==> src/rtl/seq_sm_alu_pkg.sv <==
// Shared definitions for the sequential sign-magnitude ALU: op codes, FSM states
// and the result-width helper.
package seq_sm_alu_pkg;

  localparam logic [1:0] OP_MUL = 2'b00;
  localparam logic [1:0] OP_MOD = 2'b01;
  localparam logic [1:0] OP_ADD = 2'b10;
  localparam logic [1:0] OP_SUB = 2'b11;

  typedef enum logic [2:0] {
    IDLE,
    ADDSUB,
    MUL,
    MOD,
    DONE
  } state_t;

  function automatic int res_w(input int mag_w);
    return 2 * mag_w + 1;
  endfunction

endpackage

==> src/rtl/seq_sm_alu_if.sv <==
// Operand/request and result/flag bundle between the keypad front end (master)
// and the sequential ALU (slave).
interface seq_sm_alu_if #(
  parameter int MAG_W = 2
) ();
  import seq_sm_alu_pkg::*;

  logic                    start;
  logic [MAG_W:0]          a;
  logic [MAG_W:0]          b;
  logic [1:0]              sel;
  logic                    busy;
  logic                    done;
  logic [res_w(MAG_W)-1:0] result;
  logic                    z;
  logic                    dz;

  modport master (
    output start, a, b, sel,
    input  busy, done, result, z, dz
  );

  modport slave (
    input  start, a, b, sel,
    output busy, done, result, z, dz
  );

endinterface

==> src/rtl/seq_sm_alu_addsub.sv <==
// Combinational sign-magnitude add/subtract core; its compare/difference path is
// also used for the restoring-divide step. Callers keep sums within W bits.
module sm_addsub #(
  parameter int W = 3
) (
  input  logic         a_sign_i,
  input  logic [W-1:0] a_mag_i,
  input  logic         b_sign_i,
  input  logic [W-1:0] b_mag_i,
  output logic         sign_o,
  output logic [W-1:0] mag_o,
  output logic         ge_o,
  output logic [W-1:0] diff_o
);

  always_comb begin
    ge_o   = (a_mag_i >= b_mag_i);
    diff_o = ge_o ? (a_mag_i - b_mag_i) : (b_mag_i - a_mag_i);
    if (a_sign_i == b_sign_i) begin
      mag_o  = a_mag_i + b_mag_i;
      sign_o = a_sign_i;
    end else begin
      mag_o  = diff_o;
      sign_o = ge_o ? a_sign_i : b_sign_i;
    end
    if (mag_o == '0) sign_o = 1'b0;
  end

endmodule

==> src/rtl/seq_sm_alu.sv <==
// Multi-cycle sign-magnitude ALU: shift-add multiply, restoring-divide remainder,
// single-cycle add/sub. Define SEQ_SM_ALU_EARLY_TERM_EN for early multiply exit.
module seq_sm_alu
  import seq_sm_alu_pkg::*;
#(
  parameter int MAG_W = 2
) (
  input logic         clk,
  input logic         rst_n,
  seq_sm_alu_if.slave bus
);

  localparam int RW = res_w(MAG_W);
  localparam int PW = 2 * MAG_W;
  localparam int CW = $clog2(MAG_W + 1);

  state_t           state_q, state_d;
  logic             a_sign_q, a_sign_d, b_sign_q, b_sign_d, sub_q, sub_d;
  logic [MAG_W-1:0] a_mag_q, a_mag_d, b_mag_q, b_mag_d, shreg_q, shreg_d;
  logic [PW-1:0]    acc_q, acc_d, mcand_q, mcand_d;
  logic [MAG_W:0]   rem_q, rem_d, rem_sh;
  logic [CW-1:0]    cnt_q, cnt_d;
  logic [RW-1:0]    result_q, result_d;
  logic             z_q, z_d, dz_q, dz_d;
  logic             mul_last;

  logic             as_sign, as_ge;
  logic [MAG_W:0]   as_a_mag, as_mag, as_diff;

  function automatic logic [RW-1:0] pack(input logic s, input logic [PW-1:0] m);
    return {s & (|m), m};
  endfunction

  // The remainder step borrows the add/sub compare path for its trial subtraction.
  assign rem_sh   = {rem_q[MAG_W-1:0], shreg_q[MAG_W-1]};
  assign as_a_mag = (state_q == MOD) ? rem_sh : {1'b0, a_mag_q};

  sm_addsub #(.W(MAG_W + 1)) u_addsub (
    .a_sign_i (a_sign_q),
    .a_mag_i  (as_a_mag),
    .b_sign_i (b_sign_q ^ sub_q),
    .b_mag_i  ({1'b0, b_mag_q}),
    .sign_o   (as_sign),
    .mag_o    (as_mag),
    .ge_o     (as_ge),
    .diff_o   (as_diff)
  );

`ifdef SEQ_SM_ALU_EARLY_TERM_EN
  assign mul_last = (cnt_q == CW'(MAG_W)) || (shreg_q == '0) || (mcand_q == '0);
`else
  assign mul_last = (cnt_q == CW'(MAG_W));
`endif

  always_comb begin
    state_d  = state_q;
    a_sign_d = a_sign_q;
    b_sign_d = b_sign_q;
    sub_d    = sub_q;
    a_mag_d  = a_mag_q;
    b_mag_d  = b_mag_q;
    shreg_d  = shreg_q;
    acc_d    = acc_q;
    mcand_d  = mcand_q;
    rem_d    = rem_q;
    cnt_d    = cnt_q;
    result_d = result_q;
    z_d      = z_q;
    dz_d     = dz_q;
    case (state_q)
      IDLE, DONE: begin
        state_d = IDLE;
        if (bus.start) begin
          a_sign_d = bus.a[MAG_W];
          a_mag_d  = bus.a[MAG_W-1:0];
          b_sign_d = bus.b[MAG_W];
          b_mag_d  = bus.b[MAG_W-1:0];
          sub_d    = (bus.sel == OP_SUB);
          cnt_d    = '0;
          acc_d    = '0;
          rem_d    = '0;
          mcand_d  = {{MAG_W{1'b0}}, bus.a[MAG_W-1:0]};
          shreg_d  = (bus.sel == OP_MOD) ? bus.a[MAG_W-1:0] : bus.b[MAG_W-1:0];
          case (bus.sel)
            OP_MUL:  state_d = MUL;
            OP_MOD:  state_d = MOD;
            default: state_d = ADDSUB;
          endcase
        end
      end
      ADDSUB: begin
        result_d = {as_sign, {(MAG_W-1){1'b0}}, as_mag};
        z_d      = (as_mag == '0);
        dz_d     = 1'b0;
        state_d  = DONE;
      end
      MUL: begin
        if (mul_last) begin
          result_d = pack(a_sign_q ^ b_sign_q, acc_q);
          z_d      = (acc_q == '0);
          dz_d     = 1'b0;
          state_d  = DONE;
        end else begin
          if (shreg_q[0]) acc_d = acc_q + mcand_q;
          mcand_d = mcand_q << 1;
          shreg_d = shreg_q >> 1;
          cnt_d   = cnt_q + 1'b1;
        end
      end
      MOD: begin
        if (b_mag_q == '0) begin
          result_d = '0;
          z_d      = 1'b1;
          dz_d     = 1'b1;
          state_d  = DONE;
        end else if (cnt_q == CW'(MAG_W)) begin
          result_d = pack(a_sign_q, {{(MAG_W-1){1'b0}}, rem_q});
          z_d      = (rem_q == '0);
          dz_d     = 1'b0;
          state_d  = DONE;
        end else begin
          rem_d   = as_ge ? as_diff : rem_sh;
          shreg_d = shreg_q << 1;
          cnt_d   = cnt_q + 1'b1;
        end
      end
      default: state_d = IDLE;
    endcase
  end

  always_ff @(posedge clk or negedge rst_n) begin
    if (!rst_n) begin
      state_q  <= IDLE;
      a_sign_q <= 1'b0;
      b_sign_q <= 1'b0;
      sub_q    <= 1'b0;
      a_mag_q  <= '0;
      b_mag_q  <= '0;
      shreg_q  <= '0;
      acc_q    <= '0;
      mcand_q  <= '0;
      rem_q    <= '0;
      cnt_q    <= '0;
      result_q <= '0;
      z_q      <= 1'b0;
      dz_q     <= 1'b0;
    end else begin
      state_q  <= state_d;
      a_sign_q <= a_sign_d;
      b_sign_q <= b_sign_d;
      sub_q    <= sub_d;
      a_mag_q  <= a_mag_d;
      b_mag_q  <= b_mag_d;
      shreg_q  <= shreg_d;
      acc_q    <= acc_d;
      mcand_q  <= mcand_d;
      rem_q    <= rem_d;
      cnt_q    <= cnt_d;
      result_q <= result_d;
      z_q      <= z_d;
      dz_q     <= dz_d;
    end
  end

  assign bus.busy   = (state_q == ADDSUB) || (state_q == MUL) || (state_q == MOD);
  assign bus.done   = (state_q == DONE);
  assign bus.result = result_q;
  assign bus.z      = z_q;
  assign bus.dz     = dz_q;

endmodule

==> src/flat_wrapper.sv <==
// flat-port wrapper written by rule: the top's interface ports become plain ports
module seq_sm_alu_flat import seq_sm_alu_pkg::*;
#(
  parameter int MAG_W = 2
)
  (clk, rst_n, bus_start, bus_a, bus_b, bus_sel, bus_busy, bus_done, bus_result, bus_z, bus_dz);
  seq_sm_alu_if #(.MAG_W(MAG_W)) bus_i ();
  input logic clk;
  input logic rst_n;
  input wire logic [$bits(bus_i.start)-1:0] bus_start;
  input wire logic [$bits(bus_i.a)-1:0] bus_a;
  input wire logic [$bits(bus_i.b)-1:0] bus_b;
  input wire logic [$bits(bus_i.sel)-1:0] bus_sel;
  output wire logic [$bits(bus_i.busy)-1:0] bus_busy;
  output wire logic [$bits(bus_i.done)-1:0] bus_done;
  output wire logic [$bits(bus_i.result)-1:0] bus_result;
  output wire logic [$bits(bus_i.z)-1:0] bus_z;
  output wire logic [$bits(bus_i.dz)-1:0] bus_dz;
  assign bus_i.start = bus_start;
  assign bus_i.a = bus_a;
  assign bus_i.b = bus_b;
  assign bus_i.sel = bus_sel;
  assign bus_busy = bus_i.busy;
  assign bus_done = bus_i.done;
  assign bus_result = bus_i.result;
  assign bus_z = bus_i.z;
  assign bus_dz = bus_i.dz;
  seq_sm_alu #(.MAG_W(MAG_W)) u_core (.clk(clk), .rst_n(rst_n), .bus(bus_i));
endmodule
==> config.mk <==
export PLATFORM = sky130hd
export DESIGN_NAME = seq_sm_alu_flat
export DESIGN_NICKNAME = d
export VERILOG_FILES = /design/src/rtl/seq_sm_alu_pkg.sv /design/src/rtl/seq_sm_alu_if.sv /design/src/rtl/seq_sm_alu_addsub.sv /design/src/rtl/seq_sm_alu.sv /design/src/flat_wrapper.sv
export SDC_FILE = /design/constraint.sdc
export NUM_CORES = 1
export LEC_CHECK = 0
export CAP_MARGIN = 5
export CORE_ASPECT_RATIO = 1.2
export CORE_MARGIN = 2
export CORE_UTILIZATION = 51
export DETAILED_ROUTE_END_ITERATION = 6
export GPL_ROUTABILITY_DRIVEN = 0
export PLACE_DENSITY = 0.83
export REMOVE_ABC_BUFFERS = 1
export SETUP_SLACK_MARGIN = 0.1
export SLEW_MARGIN = 10
export SYNTH_ARGS = -nofsm -noshare
export SYNTH_HDL_FRONTEND = slang
export SYNTH_SLANG_ARGS = --single-unit
==> constraint.sdc <==
create_clock -name clk -period 2.95 [get_ports clk]
set_input_delay 0.59 -clock clk [delete_from_list [all_inputs] [get_ports clk]]
set_output_delay 0.59 -clock clk [all_outputs]
set_load 0.02 [all_outputs]
* Word level (Yosys, flattened, before mapping)
Cells that the tools add are included.
Operators by class: add/sub/neg operators 5, $lt $le $gt $ge 1, equal/unequal tests 15, muxes and demuxes 44, bitwise logic cells 4, reductions and logical operators 22
Operators with widths (count):
- 3-bit two-way mux | 10
- 4-bit two-way mux | 5
- 2-bit two-way mux | 8
- 4-bit case mux with 2 select lines | 2
- 5-bit two-way mux | 3
- 5-bit case mux with 3 select lines | 1
- 2-bit case mux with 3 select lines | 2
- 3-bit case mux with 4 select lines | 1
- 3-bit logical NOT | 3
- 3-bit AND reduction | 3
- 1-bit two-way mux | 8
- 2-bit inequality test (second input constant) | 4
- 4-bit AND reduction | 2
- 3-bit by 2-bit equality test with 1-bit output (second input constant) | 2
- 1-bit case mux with 3 select lines | 2
- 3-bit case mux with 2 select lines | 1
- 3-bit nonzero test | 2
- 5-bit AND reduction | 1
- 4-bit adder | 1
- 2-bit equality test (second input constant) | 2
- 2-bit logical NOT | 2
- 4-bit logical NOT | 1
- 2-bit by 1-bit inequality test with 1-bit output (second input constant) | 2
- 2-bit case mux with 2 select lines | 1
- other kinds (18) | 22
Storage, ports and cells: bits in registers 32, bits of input ports 11, output and inout port bits 9, word-level logic and storage cells 105

* Longest topological paths before layout
word-level depth 8, mapped depth 13, depth with buffers taken out 12

* Hierarchy
A second synthesis with hierarchy kept.
Unflattened totals: cells, all modules 219, area, all modules 2150.8 µm²
By module, submodules not included:
- seq_sm_alu | times used 1, cells an instance 180, area each 1759.2 µm², seq. area each 800.8 µm²
- sm_addsub | times used 1, cells an instance 39, area each 391.6 µm², seq. area each 0.0 µm²

* Worst setup path before layout
Ideal clock, no wire load.
path kind register to register, from register u_core.state_q[1], to register u_core.result_q[4], in the netlist u_core.bus.result[4], setup time 0.126 ns, arrival time 2.628 ns, required time 2.824 ns, setup slack 0.196 ns, cell stages (with the launch flop) 13, path buffers 1, clock period less this slack 2.754 ns, cell sequence dfrtp_1 > buf_4 > and2b_1 > nand2_1 > mux2_2 > inv_1 > ha_1 > inv_1 > fa_1 > a21boi_0 > o31ai_4 > o21ai_2 > a221o_1
On the way: longest elaborated chain between the ends 8, elaborated cells on any way between the ends 19, those cells by class 3 x add/sub; 1 x order compare; 5 x eq/ne; 7 x mux; 3 x reduce/logical
RTL lines:
- from (decl) | RTL line seq_sm_alu.sv:17 | state_t state_q, state_d;
- from (signal assigned) | RTL line seq_sm_alu.sv:148 | state_q <= state_d;
- 3-bit by 2-bit equality test with 1-bit output | RTL line seq_sm_alu.sv:36, seq_sm_alu.sv:70
- 3-bit two-way mux | RTL line seq_sm_alu.sv:36 | assign as_a_mag = (state_q == MOD) ? rem_sh : {1'b0, a_mag_q};
- 2-bit by 3-bit subtractor with 3-bit output (tied with other cells) | RTL line seq_sm_alu_addsub.sv:18 | diff_o = ge_o ? (a_mag_i - b_mag_i) : (b_mag_i - a_mag_i);
- 3-bit two-way mux | RTL line seq_sm_alu_addsub.sv:18
- 3-bit two-way mux | RTL line seq_sm_alu_addsub.sv:19 | if (a_sign_i == b_sign_i) begin
- 3-bit logical NOT | RTL line seq_sm_alu_addsub.sv:26 | if (mag_o == '0) sign_o = 1'b0;
- 1-bit two-way mux | RTL line seq_sm_alu_addsub.sv:26
- 5-bit case mux with 3 select lines | RTL line seq_sm_alu.sv:70 | case (state_q)
- to (signal assigned) | RTL line seq_sm_alu.sv:159 | result_q <= result_d;
- to (decl) | RTL line seq_sm_alu.sv:23 | logic [RW-1:0] result_q, result_d;
Parallel ways exist; a longest one is shown, timed or not. A chain may end at the register's enable or synchronous reset.

* Worst setup path after layout
from register u_core.state_q[2], to register u_core.result_q[4], in the netlist u_core.bus.result[4]
Same word-level chain as after synthesis.

==> flow_metrics.tcl <==
set metrics [dict create \
    worstSetupPathType "register to register" \
    cts_tree "done" \
    power.total_uw 2910 \
    avgRoutedWirePerCell_um 15.3 \
    grt-ovfl-total 0 \
    numCtsBuffers 5 \
    yosysWarnings 0 \
    grt_pass1_vias 1670 \
    path_buf_inv 0 \
    cap_violations 0 \
    finalSetupTns_ns 0 \
    slew_violations 0 \
    syn_to_final_growth_pct 19.2 \
    min_to "u_core.bus.result[1]" \
    rsz0062_at_grt "no" \
    pre_cts_ws_ns 0.127 \
    cts_max_level 2 \
    drive_above_1_share_pct 9.80 \
    synth-compound-area-share_pct 17.0 \
    clock_latency_ns 0.28 \
    nFillCells 316 \
    cp_data_arrival_time_ns 2.87 \
    initial_core_util_pct 53.8 \
    route.final.wire_length_um 4560 \
    cp-end-kind "register" \
    port_buffers 19 \
    hold_violations 0 \
    grt_max_degree 33 \
    clock_sinks 32 \
    ys.flop_type "dfrtp_1" \
    via_per_inst 5.64 \
    hp-class "register to register" \
    synthXorXnorAreaFrac_pct 3.05 \
    route.detailed.drc 0 \
    ir_worst_vdd_mv 0.664 \
    critPathMaxStageDelay_ns 0.38 \
    yosys.area_share.simple_pct 19.9 \
    cts.path.max_buffers 2 \
    yosysSeqAreaShare_pct 40.7 \
    worstSetupStartpointType "register" \
    grt_pass1_wl_um 7620 \
    synth_edf_count 0 \
    first_iter_violations 103 \
    muxShareOfSynthArea_pct 4.83 \
    synthAdderAreaFrac_pct 9.78 \
    nets 268 \
    p_leak_uw 0.00108 \
    crit_path_cell_trace "and2b_1 -> nand2_2 -> mux2_2 -> ha_1 -> nor2b_1 -> o21a_1 -> a211oi_1 -> o31ai_4 -> o21ai_2 -> a221o_1" \
    required_ns 3.12 \
    cp_top_family "compound AO/OA/AOI/OAI gates" \
    r2r-start "u_core.state_q[2]" \
    hp-start "u_core.bus.result[1]" \
    syn_area_per_cell_um2 9.03 \
    fp-row-count 24 \
    die_x_um 60.7 \
    reg2reg_to "u_core.bus.result[4]" \
    relSlewSlack_pct 66.1 \
    r2r_slack_ns 0.25 \
    holdPathStages 2 \
    die_area_mm2 0.00438 \
    regArea_um2 802 \
    powerDensity_mw_per_mm2 1240 \
    multiInputGateArea_mm2 0.00109 \
    ys_seq_elements 32 \
    max_freq_mhz 370 \
    crit_slowest_cell "dfrtp_2" \
    period_share_pct 91.6 \
    dp_hpwl_um 3340 \
    syn_inst 218 \
    hold_buffers 0 \
    synthArstFlopShare_pct 100 \
    reg2reg_depth 10 \
    vias 1675 \
    ant_nets 0 \
    core-area_mm2 0.00366 \
    antenna_found_initial 0 \
    synth_top_family_by_area "simple AND/OR/NAND/NOR gates" \
    synth_area_mm2 0.00197 \
    path_max_fanout 4 \
    die_h_um 72.1 \
    clk_pin_slew_ns 0.07 \
    setup_viol 0 \
    diodes 0 \
    skew_ns 0.00396 \
    root_buffer "clkbuf_8" \
    yosysUniqueCellTypes 47 \
    worst_pin_slew_ns 0.508 \
    io-pin-count 20 \
    fin_crit_ns 2.70 \
    drtPass1Iterations 4 \
    grt_usage_pct 23.5 \
    status "finished, final reports clean" \
    layout_setup_ws_ns 0.248 \
]
logic make-up after synthesis:
family / after synthesis
AND/OR/NAND/NOR: 84
adder cells (fa/ha/maj): 13
flip-flops: 32
multiplexers: 9
buffers and inverters: 23
AO/OA/AOI/OAI: 51
XOR/XNOR: 6
through the flow:
stage	std cells	hold WS [ns]	utilization (%)	cell area [um2]
CTS	296	0.481	63.5	2330
detailed placement	288	0.466	61.1	2240
global placement	288	0.463	61.1	2240
global route	297	0.521	64.1	2350
floorplan	211	0.294	-	1940
finish	297	0.477	64.1	2350
repair_timing:
item / CTS / global route
hold endpoints to repair: 0 / 0
setup buffers: 0 / 1
setup endpoints to repair: 0 / 4
gates resized for setup: 0 / 3
power by group:
group | leakage [uW] | switching [uW] | internal (uW) | total [uW]
Sequential | 0.000413 | 190 | 630 | 820
Clock | 0.0000455 | 161 | 190 | 351
Combinational | 0.000625 | 996 | 748 | 1740
cells in the mapped netlist, types with 3 or more instances:
| cell type | number | area (um2) |
|---|---|---|
| dfrtp_1 | 32 | 801 |
| mux2_2 | 3 | 33.8 |
| mux2i_1 | 5 | 50.1 |
| o21ai_0 | 21 | 105 |
| nor3_1 | 5 | 25.0 |
| clkbuf_1 | 4 | 15.0 |
| nand2_1 | 42 | 158 |
| a21oi_1 | 7 | 35.0 |
| ha_1 | 9 | 113 |
| inv_1 | 16 | 60.1 |
| fa_1 | 4 | 80.1 |
| nand3_1 | 9 | 45.0 |
| xor2_1 | 4 | 35.0 |
| and2_1 | 3 | 18.8 |
| a211oi_1 | 3 | 22.5 |
| o22ai_1 | 3 | 18.8 |
| nor2_1 | 11 | 41.3 |
| nand2b_1 | 3 | 18.8 |
registers in the layout (all words and copies together), names as in the netlist:
signal and cells:
u_core.cnt_q 2, u_core.mcand_q 4, u_core.sub_q 1, u_core.state_q 3
u_core.bus.z 1, u_core.b_mag_q 2, u_core.rem_q 3, u_core.shreg_q 2
u_core.acc_q 4, u_core.b_sign_q 1, u_core.a_mag_q 2, u_core.bus.dz 1
u_core.bus.result 5, u_core.a_sign_q 1
worst max-delay path by stage:
| stage | depth (start not counted) | from | end |
|---|---|---|---|
| finish | 10 | u_core.state_q[2] | u_core.bus.result[4] |
| detailed placement | 11 | u_core.state_q[2] | u_core.bus.result[4] |
| global route | 11 | u_core.state_q[2] | u_core.bus.result[4] |
| global placement | 11 | u_core.state_q[2] | u_core.bus.result[4] |
| CTS | 11 | u_core.state_q[2] | u_core.bus.result[4] |
| floorplan | 11 | u_core.state_q[1] | u_core.bus.result[4] |
worst min-delay path, cell delays in order, from the launching register on:
cell and delay (ns):
dfrtp_1 0.34, nand2_1 0.05, o31ai_1 0.05
layout by cell type, fill, tap and decap left out, drive strengths merged, types with 2 or more instances in the layout:
| master | netlist | final |
|---|---|---|
| dfrtp | 32 | 32 |
| clkbuf | 4 | 8 |
| nor2 | 11 | 11 |
| mux2 | 4 | 4 |
| inv | 16 | 16 |
| a211oi | 3 | 3 |
| and3 | 2 | 2 |
| clkdlybuf4s50 | 0 | 19 |
| o22ai | 3 | 3 |
| a21oi | 7 | 7 |
| nand2 | 42 | 42 |
| a22o | 2 | 2 |
| xor2 | 5 | 5 |
| a21o | 2 | 2 |
| o21ai | 23 | 23 |
| o31ai | 3 | 3 |
| nand2b | 3 | 3 |
| mux2i | 5 | 5 |
| ha | 9 | 9 |
| o211ai | 2 | 2 |
| nand3 | 9 | 9 |
| and2 | 3 | 3 |
| nor3 | 6 | 6 |
| fa | 4 | 4 |
| buf | 3 | 7 |
layer usage:
layer	GRT usage (%)	up-vias	part of all wire, %
li1	-	803	-
met1	28.6	817	43
met2	39.9	46	51
met3	5.17	9	4.0
met4	8.94	0	1.9
met5	0	-	0
final cells by class:
| class | instances | area share (%) |
|---|---|---|
| clock buffers | 8 | 3.84 |
| well taps | 52 | 2.77 |
| repair buffers | 26 | 10.3 |
| multi-input cells | 163 | 46.3 |
| inverters | 16 | 2.56 |
| flip-flops and latches | 32 | 34.2 |
(Power assumes the default switching activity.)
